<file path="src/rtl/booth_mult_ctrl_if.sv">
// booth_mult_ctrl_if
//   Start/done handshake and operand/result bundle for booth_mult_ctrl.
//   Parameter dw: operand width in bits; the product is 2*dw bits.
//   master: drives start/multiplicand/multiplier and observes busy/done/product.
//   slave : the multiplier controller side.
interface booth_mult_ctrl_if #(
  parameter int dw = 8
);
  logic            start;
  logic [dw-1:0]   multiplicand;
  logic [dw-1:0]   multiplier;
  logic            busy;
  logic            done;
  logic [2*dw-1:0] product;

  modport master (
    output start, multiplicand, multiplier,
    input  busy, done, product
  );

  modport slave (
    input  start, multiplicand, multiplier,
    output busy, done, product
  );
endinterface

</file>
<file path="src/rtl/booth_mult_ctrl.sv">
// booth_mult_ctrl
//   Sequential radix-2 Booth multiplier for signed two's-complement operands.
//   It drives one shared (dw+1)-bit adder/subtractor through dw
//   add/sub-then-shift iterations and returns a 2*dw-bit signed product.
//
// Ports
//   clk    : system clock; all state changes on the rising edge
//   reset  : synchronous, active-high reset
//   bus    : booth_mult_ctrl_if.slave
//            start        (in)  request, sampled only in IDLE
//            multiplicand (in)  signed M, sampled on an accepted start
//            multiplier   (in)  signed Q, sampled on an accepted start
//            busy         (out) high in CALC and DONE
//            done         (out) one-cycle pulse when the product becomes valid
//            product      (out) signed result, held until the next result
//
// Build option
//   MULT_ZERO_SKIP_EN : when defined, a start with a zero operand goes
//                       straight to DONE with product 0 (latency 1).
//
// State | Meaning
// ------+-------------------------------------------------------------
// IDLE  | waiting for start; operands are loaded when it is accepted
// CALC  | one Booth add/sub-and-shift per cycle, dw cycles in total
// DONE  | product valid, done pulses; always returns to IDLE
module booth_mult_ctrl #(
  parameter int dw = 8
) (
  input  logic              clk,
  input  logic              reset,
  booth_mult_ctrl_if.slave  bus
);

  localparam int CNT_W = $clog2(dw + 1);

  typedef enum logic [1:0] {
    S_IDLE = 2'd0,
    S_CALC = 2'd1,
    S_DONE = 2'd2
  } state_t;

  state_t state_q, state_d;

  // A carries a guard bit so that subtracting M = -2^(dw-1) cannot overflow.
  logic [dw:0]       a_q, a_d;
  logic [dw-1:0]     q_q, q_d;
  logic              q1_q, q1_d;
  logic [dw-1:0]     m_q, m_d;
  logic [CNT_W-1:0]  count_q, count_d;
  logic [2*dw-1:0]   product_q, product_d;

  logic              add_sub;
  logic [dw:0]       m_ext;
  logic [dw:0]       adder_out;
  logic [dw:0]       sum;
  logic              last_iter;

  // Shared adder/subtractor: add_sub=1 adds, 0 subtracts.
  assign m_ext     = {m_q[dw-1], m_q};
  assign adder_out = add_sub ? (a_q + m_ext) : (a_q - m_ext);
  // Only the 01/10 Booth pairs use the adder; 00/11 pass A through.
  assign sum       = (q_q[0] ^ q1_q) ? adder_out : a_q;
  assign last_iter = (count_q == CNT_W'(dw - 1));

  // State register
  always_ff @(posedge clk) begin
    if (reset) begin
      state_q <= S_IDLE;
    end else begin
      state_q <= state_d;
    end
  end

  // Next-state logic
  always_comb begin
    state_d = state_q;
    case (state_q)
      S_IDLE: begin
        if (bus.start) begin
`ifdef MULT_ZERO_SKIP_EN
          if ((bus.multiplicand == '0) || (bus.multiplier == '0)) begin
            state_d = S_DONE;
          end else begin
            state_d = S_CALC;
          end
`else
          state_d = S_CALC;
`endif
        end
      end
      S_CALC: begin
        if (last_iter) begin
          state_d = S_DONE;
        end
      end
      S_DONE:  state_d = S_IDLE;
      default: state_d = S_IDLE;
    endcase
  end

  // Output logic
  always_comb begin
    bus.busy = 1'b0;
    bus.done = 1'b0;
    add_sub  = 1'b0;
    case (state_q)
      S_CALC: begin
        bus.busy = 1'b1;
        add_sub  = ({q_q[0], q1_q} == 2'b01);
      end
      S_DONE: begin
        bus.busy = 1'b1;
        bus.done = 1'b1;
      end
      default: ;
    endcase
  end

  // Datapath next values
  always_comb begin
    a_d       = a_q;
    q_d       = q_q;
    q1_d      = q1_q;
    m_d       = m_q;
    count_d   = count_q;
    product_d = product_q;
    case (state_q)
      S_IDLE: begin
        if (bus.start) begin
          m_d     = bus.multiplicand;
          q_d     = bus.multiplier;
          a_d     = '0;
          q1_d    = 1'b0;
          count_d = '0;
`ifdef MULT_ZERO_SKIP_EN
          if ((bus.multiplicand == '0) || (bus.multiplier == '0)) begin
            product_d = '0;
          end
`endif
        end
      end
      S_CALC: begin
        // Arithmetic right shift of {sum, Q, Q_1}, replicating the sum MSB.
        a_d     = {sum[dw], sum[dw:1]};
        q_d     = {sum[0], q_q[dw-1:1]};
        q1_d    = q_q[0];
        count_d = count_q + CNT_W'(1);
        // Capture on the edge that enters DONE so the result is visible
        // in the same cycle as the done pulse.
        if (last_iter) begin
          product_d = {a_d[dw-1:0], q_d};
        end
      end
      default: ;
    endcase
  end

  // Datapath registers
  always_ff @(posedge clk) begin
    if (reset) begin
      a_q       <= '0;
      q_q       <= '0;
      q1_q      <= 1'b0;
      m_q       <= '0;
      count_q   <= '0;
      product_q <= '0;
    end else begin
      a_q       <= a_d;
      q_q       <= q_d;
      q1_q      <= q1_d;
      m_q       <= m_d;
      count_q   <= count_d;
      product_q <= product_d;
    end
  end

  assign bus.product = product_q;

endmodule

</file>
<file path="src/flat_wrapper.sv">
// flat-port wrapper written by rule: the top's interface ports become plain ports
module booth_mult_ctrl_flat 
#(
  parameter int dw = 8
)
  (clk, reset, bus_start, bus_multiplicand, bus_multiplier, bus_busy, bus_done, bus_product);
  booth_mult_ctrl_if #(.dw(dw)) bus_i ();
  input  logic clk;
  input  logic reset;
  input wire logic [$bits(bus_i.start)-1:0] bus_start;
  input wire logic [$bits(bus_i.multiplicand)-1:0] bus_multiplicand;
  input wire logic [$bits(bus_i.multiplier)-1:0] bus_multiplier;
  output wire logic [$bits(bus_i.busy)-1:0] bus_busy;
  output wire logic [$bits(bus_i.done)-1:0] bus_done;
  output wire logic [$bits(bus_i.product)-1:0] bus_product;
  assign bus_i.start = bus_start;
  assign bus_i.multiplicand = bus_multiplicand;
  assign bus_i.multiplier = bus_multiplier;
  assign bus_busy = bus_i.busy;
  assign bus_done = bus_i.done;
  assign bus_product = bus_i.product;
  booth_mult_ctrl #(.dw(dw)) u_core (.clk(clk), .reset(reset), .bus(bus_i));
endmodule
</file>
<file path="config.mk">
export PLATFORM = sky130hd
export DESIGN_NAME = booth_mult_ctrl_flat
export DESIGN_NICKNAME = d
export VERILOG_FILES = /design/src/rtl/booth_mult_ctrl_if.sv /design/src/rtl/booth_mult_ctrl.sv /design/src/flat_wrapper.sv
export SDC_FILE = /design/constraint.sdc
export NUM_CORES = 1
export LEC_CHECK = 0
export CAP_MARGIN = 20
export CORE_MARGIN = 2
export CORE_UTILIZATION = 50
export DETAILED_ROUTE_END_ITERATION = 8
export GPL_ROUTABILITY_DRIVEN = 0
export GPL_TIMING_DRIVEN = 0
export HOLD_SLACK_MARGIN = 0.02
export MAX_ROUTING_LAYER = met4
export PLACE_DENSITY = 0.79
export SLEW_MARGIN = 10
export SYNTH_ARGS = -nofsm -noshare
export SYNTH_HDL_FRONTEND = slang
export SYNTH_SLANG_ARGS = --single-unit
</file>
<file path="constraint.sdc">
create_clock -name clk -period 2.89 [get_ports clk]
set_clock_uncertainty 0.1 [all_clocks]
set_input_delay 0.4335 -clock clk [delete_from_list [all_inputs] [get_ports clk]]
set_output_delay 0.4335 -clock clk [all_outputs]
set_load 0.03 [all_outputs]
</file>
==> run metrics, run 1 <==
CTS tree done; Async S/R FF share, synth 0%; Syn Area/Cell 7.88 µm²; synth warn 0; leading cell types in the layout, fill and taps excluded 48 x nand2_1, 44 x dfxtp_1, 40 x a21oi_1, 36 x nor2_1, 34 x clkdlybuf4s50_1; Vias roughly 2,700; sequential share of the synthesized area 34.3%; top cell type by total area after synthesis dfxtp_1; Rel. slew slack 64.1%; HP Class register to register; Syn Inst Count 348; main area contributors after synthesis dfxtp_1 34%, a21oi_1 7.7%, ha_1 6.8%; Detailed Route Iter0 Violations 167; GRT Total Usage between 20% and 30%; CP endpoint kind register; worst r2r src u_core.state_q[1]; Pint 1150 µW; fin crit period 2.89 ns; # IOs 37; RSZ-0062 raised after global routing yes; crit-path cells inv_4, ha_4, buf_8, and2_4, a21oi_2, xor2_1, ha_1, buf_6, nand4_1, a21oi_2, or4_4, a21o_1, a311oi_2; core area 0.00520 mm²; switching share of power 36.5%; Die W 78.1 µm; Layout Nets 434; die height just under 80 µm; M1 WL 3080 µm; Clock Sinks between 40 and 50; Crit path top cell by count a21oi_2; P per Cell Area 529 mW/mm²; slew at the pin closest to its max-slew limit approximately 0.54 ns; Cell variety after synth 53; # DRC 0; antenna cells 0; Synthesized Nets 383; port buffer count 34; Critical Path Slowest Stage Cell or4_4; Finished Layout Cells 470; setup tns final -0.00358 ns; Logic pwr share between 30 and 40%; antenna violations before repair 0; Final setup viols 1; final core utilization 66.0%; Cells after DPL between 400 and 500; CP max FO 4; CTS Buffer Depth 2; count of final max-slew check failures 0; hold_sp u_core.bus.product[3]; 1st-pass router iterations 5; H-tree levels 2; Max Fclk 346 MHz; WL final 6880 µm; # hold bufs at CTS 0; Clk pwr share 22.7%; Routed WL per cell roughly 15 µm; worst vdd ir 0.302 mV; failing checks setup timing; CTS root buf clkbuf_8; Max Cap Violations 0; largest net degree at the start of global routing 17; clk slew on worst S/H paths ~0.10 ns; Highest Signal Layer met4; Area Overhead vs Synth 25.2%; final hold vios 0; part of the cycle the worst path needs 100%; WS Path Type register to register; Yosys reg bits 47; Die Footprint slightly above 0.006 mm²; HPWL after DPL 5050 µm; Cell Rows 26; share of cells above drive strength 1 11.3%; met3 WL 393 µm; Remaining Overflow, GRT 0; top-area cell type share of the netlist area ~34%; count of flip-flops with a built-in enable after synthesis 0; WP data arrival around 3 ns; Post-synth top flop dfxtp_1; initial core utilization 52.7%; number of global-route vias before repair 2,481; Synth Cell Area 0.00274 mm²; Num CTS Buffers 5; power share of the sequential group between 40% and 50%; kind of launch point of the worst setup path register; Detail Route Antenna Nets 0; switching power 664 µW; CP top delay family simple AND/OR/NAND/NOR gates; commonest non-fill, non-tap cell in the layout nand2_1; status complete, but fails checks; Clock Latency Late Sink 0.31 ns; global-route wire length before repair 11,200 µm; met2 wire length 3310 µm; critical path startpoint u_core.state_q[1]; CP bufs+invs 3; worst setup margin -0.00358 ns; Worst EP required between 3 and 4 ns; Leak Pwr approximately 0.0013 µW; max incr delay on CP about 0.54 ns; Vias/cell 5.82
[area by class of cell]
type,count,area [µm²]
flip-flops and latches,47,947
multi-input cells,266,1730
repair buffers,45,427
inverters,13,51.3
well taps,70,87.6
fillers,452,1770
clock buffers,5,68.8
clock inverters,3,25.0
plain buffers,21,101
[cells by family after synthesis]
logic type      count (synthesis)  share of synthesized area, %
mux                            13                          4.88
xor+xnor                       10                          3.19
flops                          47                          34.3
fa+ha+maj                      16                          7.57
compound gates                104                          24.6
buf+inv                        35                          5.02
simple gates                  123                          20.5
[repair_timing]
action / 4_1_cts / 5_1_grt
endpoints found under the setup margin: 3 / 7
pin swaps: 6 / 5
setup buffers: 7 / 4
resized for setup: 3 / 10
[worst paths after layout]
check,endpoint,slack (ns),depth (start not counted)
worst min-delay path,u_core.bus.product[3],0.36,2
worst min register to register,u_core.bus.product[3],0.36,2
worst max-delay path,u_core.bus.product[15],-0.004,13
worst max register to register,u_core.bus.product[15],-0.004,13
[tightest hold or removal path: cells and delay by family, from the launching register on]
family	cells	cell delay [ns]
AOI/OAI and AO/OA	1	0.05
DFF	1	0.32
and+or+nand+nor	1	0.05
[state kept, by name, summed over array words and instances, names as in the netlist]
signal,flops
u_core.bus.product,16
u_core.a_q,8
u_core.m_q,8
u_core.q_q,8
u_core.count_q,4
u_core.state_q,2
u_core.q1_q,1
[synth_stat cells (2+ instances only)]
cell	instances
o221a_2	2
a21oi_1	42
xnor2_1	5
nor3b_1	3
inv_1	12
o31ai_1	2
mux2i_1	10
and2_1	4
dfxtp_1	47
nand2_1	49
mux2_2	2
xor2_1	5
nand4_1	2
o22ai_1	6
nor2_1	36
a222oi_1	3
buf_2	2
nand3_1	6
o211ai_1	2
nor3_1	9
buf_1	2
ha_1	15
or3_1	4
clkbuf_1	17
a211oi_1	6
a2111oi_0	3
a31o_1	2
a21o_1	3
a22oi_1	2
o21ai_1	8
o21ai_0	6
a31oi_1	3
a211o_1	8
[stage by stage]
| step | area (µm²) | hold WS (ns) | power [µW] | worst slack (ns) |
|---|---|---|---|---|
| 4_1_cts | 3360 | 0.361 | 1780 | -0.0242 |
| 3_5_place_dp | 3220 | 0.347 | 1340 | -0.223 |
| 6_report | 3430 | 0.356 | 1820 | -0.00358 |
| 5_1_grt | 3430 | 0.373 | 1920 | -0.117 |
| 2_1_floorplan | 2790 | 0.345 | 1190 | 0.0211 |
| 3_3_place_gp | 3220 | 0.343 | 1320 | -0.180 |
[layer usage]
metal / track usage (%) / vias up
met4: 7.89 / 0
met5: - / -
li1: - / 1350
met1: 29.5 / 1292
met3: 3.91 / 8
met2: 38.1 / 85
[power by group through the flow]
stage          registers, µW  clock network, µW  logic, µW
3_5_place_dp             761                  0        581
2_1_floorplan            746                  0        443
3_3_place_gp             759                  0        563
6_report                 750                413        653
5_1_grt                  757                449        712
4_1_cts                  747                421        609
No activity file was read; power rests on OpenSTA's default activity.
==> run 2, diff against run 1 <==
--- a/config.mk
+++ b/config.mk
@@ -14,7 +14,9 @@
 export HOLD_SLACK_MARGIN = 0.02
 export MAX_ROUTING_LAYER = met4
 export PLACE_DENSITY = 0.79
+export SETUP_SLACK_MARGIN = 0.1
 export SLEW_MARGIN = 10
 export SYNTH_ARGS = -nofsm -noshare
 export SYNTH_HDL_FRONTEND = slang
 export SYNTH_SLANG_ARGS = --single-unit
+export TNS_END_PERCENT = 50
==> run 2 against run 1 <==
Effect of this change:
- the run still ends with setup timing left
- clock power is essentially flat
- critical endpoint unchanged
- via count shrank 2.4%
- sequential cell count is the same
- maximum frequency grew 0.12%
- critical path type unchanged
- register-to-register slack is essentially flat
- setup slack gained 0.0034 ns
- combinational power grew 2%
==> run metrics, run 2 (same netlist as run 1, synthesis figures left out) <==
Rel. slew slack 63.3%; final hold vios 0; Pint between 1000 and 1500 µW; # DRC 0; slew at the pin closest to its max-slew limit approximately 0.55 ns; Area Overhead vs Synth 25.9%; Routed WL per cell 14.2 µm; clk slew on worst S/H paths 0.09 ns; Logic pwr share a little over a third; Detail Route Antenna Nets 0; Num CTS Buffers 5; H-tree levels 2; max FFs per register 16; Die W 78.1 µm; setup tns final -0.000158 ns; Remaining Overflow, GRT 0; Max Cap Violations 0; Vias 2,669; hold_sp u_core.bus.product[4]; CTS tree done; switching power 668 µW; global-route wire length before repair 11,400 µm; power share of the sequential group 41.0%; Finished Layout Cells ~470; CTS root buf clkbuf_8; part of the cycle the worst path needs 100%; count of final max-slew check failures 0; Vias/cell roughly 5.7; Detailed Route Iter0 Violations 218; switching share of power between 30% and 40%; initial core utilization 52.7%; fin crit period 2.89 ns; Clock Latency Late Sink roughly 0.31 ns; commonest non-fill, non-tap cell in the layout nand2_1; Final setup viols 1; WL final 6710 µm; 1st-pass router iterations 4; HPWL after DPL between 4000 and 5000 µm; antenna cells 0; Clk pwr share a little under a quarter; final core utilization around two thirds; number of global-route vias before repair 2,420; CP max FO 5; Worst EP required 3.02 ns; HP Class register to register; largest net degree at the start of global routing 17; core area 0.00520 mm²; # IOs 37; # hold bufs at CTS 0; Place WS -0.201 ns; failing checks setup timing; P per Cell Area 529 mW/mm²; GRT Total Usage 23.9%; status complete, but fails checks; worst vdd ir 0.328 mV; kind of launch point of the worst setup path register; WS Path Type register to register; port buffer count 34; Cells after DPL 452; die height 78.1 µm; RSZ-0062 raised after global routing yes; Die Footprint roughly 0.0061 mm²; Clock Sinks 47; worst r2r src u_core.state_q[1]; share of cells above drive strength 1 11.9%; worst setup margin -0.000158 ns; CP endpoint kind register; leading cell types in the layout, fill and taps excluded 48 x nand2_1, 44 x dfxtp_1, 40 x a21oi_1, 36 x nor2_1, 34 x clkdlybuf4s50_1; Layout Nets 436; Cell Rows 26; WP data arrival 3.02 ns; Max Fclk 346 MHz; antenna violations before repair 0; critical path startpoint u_core.state_q[1]; CTS Buffer Depth 2; Leak Pwr between 0.001 and 0.0015 µW
[run 2: worst paths after layout]
check	to	slack [ns]	depth (start not counted)
max	u_core.bus.product[15]	-0.0002	12
min	u_core.bus.product[4]	0.36	2
max reg2reg	u_core.bus.product[15]	-0.0002	12
min reg2reg	u_core.bus.product[4]	0.36	2
[run 2: power groups by stage]
stage          combinational, µW  sequential (µW)  clock, µW
3_3_place_gp                 563              760          0
5_1_grt                      730              757        459
2_1_floorplan                443              747          0
3_5_place_dp                 578              761          0
6_report                     663              749        415
4_1_cts                      638              747        426
[run 2: worst max-delay path, stage by stage, from the launching register on]
cell	delay [ns]
dfxtp_2	0.37
inv_4	0.04
ha_4	0.17
buf_8	0.12
and2_4	0.16
a21oi_2	0.11
xor2_1	0.21
ha_1	0.30
a21o_1	0.17
a31o_1	0.20
or4_4	0.44
a21o_1	0.18
a311oi_2	0.22
[run 2: final cells by class]
cell class | count | area (µm²)
Tap cell | 70 | 87.6
Sequential cell | 47 | 945
Inverter | 13 | 51.3
Clock buffer | 5 | 68.8
Fill cell | 447 | 1750
Timing Repair Buffer | 47 | 442
Buffer | 21 | 101
Multi-Input combinational cell | 266 | 1730
Clock inverter | 3 | 23.8
[run 2: per-stage QoR]
stage / area, µm² / hold WS (ns) / total power, µW
after floorplan: 2790 / 0.345 / 1190
final: 3450 / 0.357 / 1830
after detailed placement: 3220 / 0.347 / 1340
after global routing: 3450 / 0.373 / 1950
after CTS: 3440 / 0.361 / 1810
after global placement: 3220 / 0.343 / 1320
[run 2: timing repair]
item / in CTS / in global routing
pin swaps: 13 / 9
setup endpoints to repair: 8 / 13
gates resized for setup: 11 / 4
setup buffers: 10 / 3
[run 2: layer usage]
layer | global-route usage (%) | wire [µm] | part of all wire (%)
met2 | 36.6 | 3110 | 46
met1 | 32.4 | 3140 | 47
met4 | 7.89 | 113 | 1.7
met5 | - | 0 | 0
met3 | 3.68 | 345 | 5.1
==> run 3, diff against run 2 <==
--- a/config.mk
+++ b/config.mk
@@ -8,8 +8,8 @@
 export CAP_MARGIN = 20
 export CORE_MARGIN = 2
 export CORE_UTILIZATION = 50
+export CTS_CLUSTER_DIAMETER = 40
 export DETAILED_ROUTE_END_ITERATION = 8
-export GPL_ROUTABILITY_DRIVEN = 0
 export GPL_TIMING_DRIVEN = 0
 export HOLD_SLACK_MARGIN = 0.02
 export MAX_ROUTING_LAYER = met4
==> results of run 3 <==
Same layout as run 2: the final DEF is identical, and so are final timing and power.
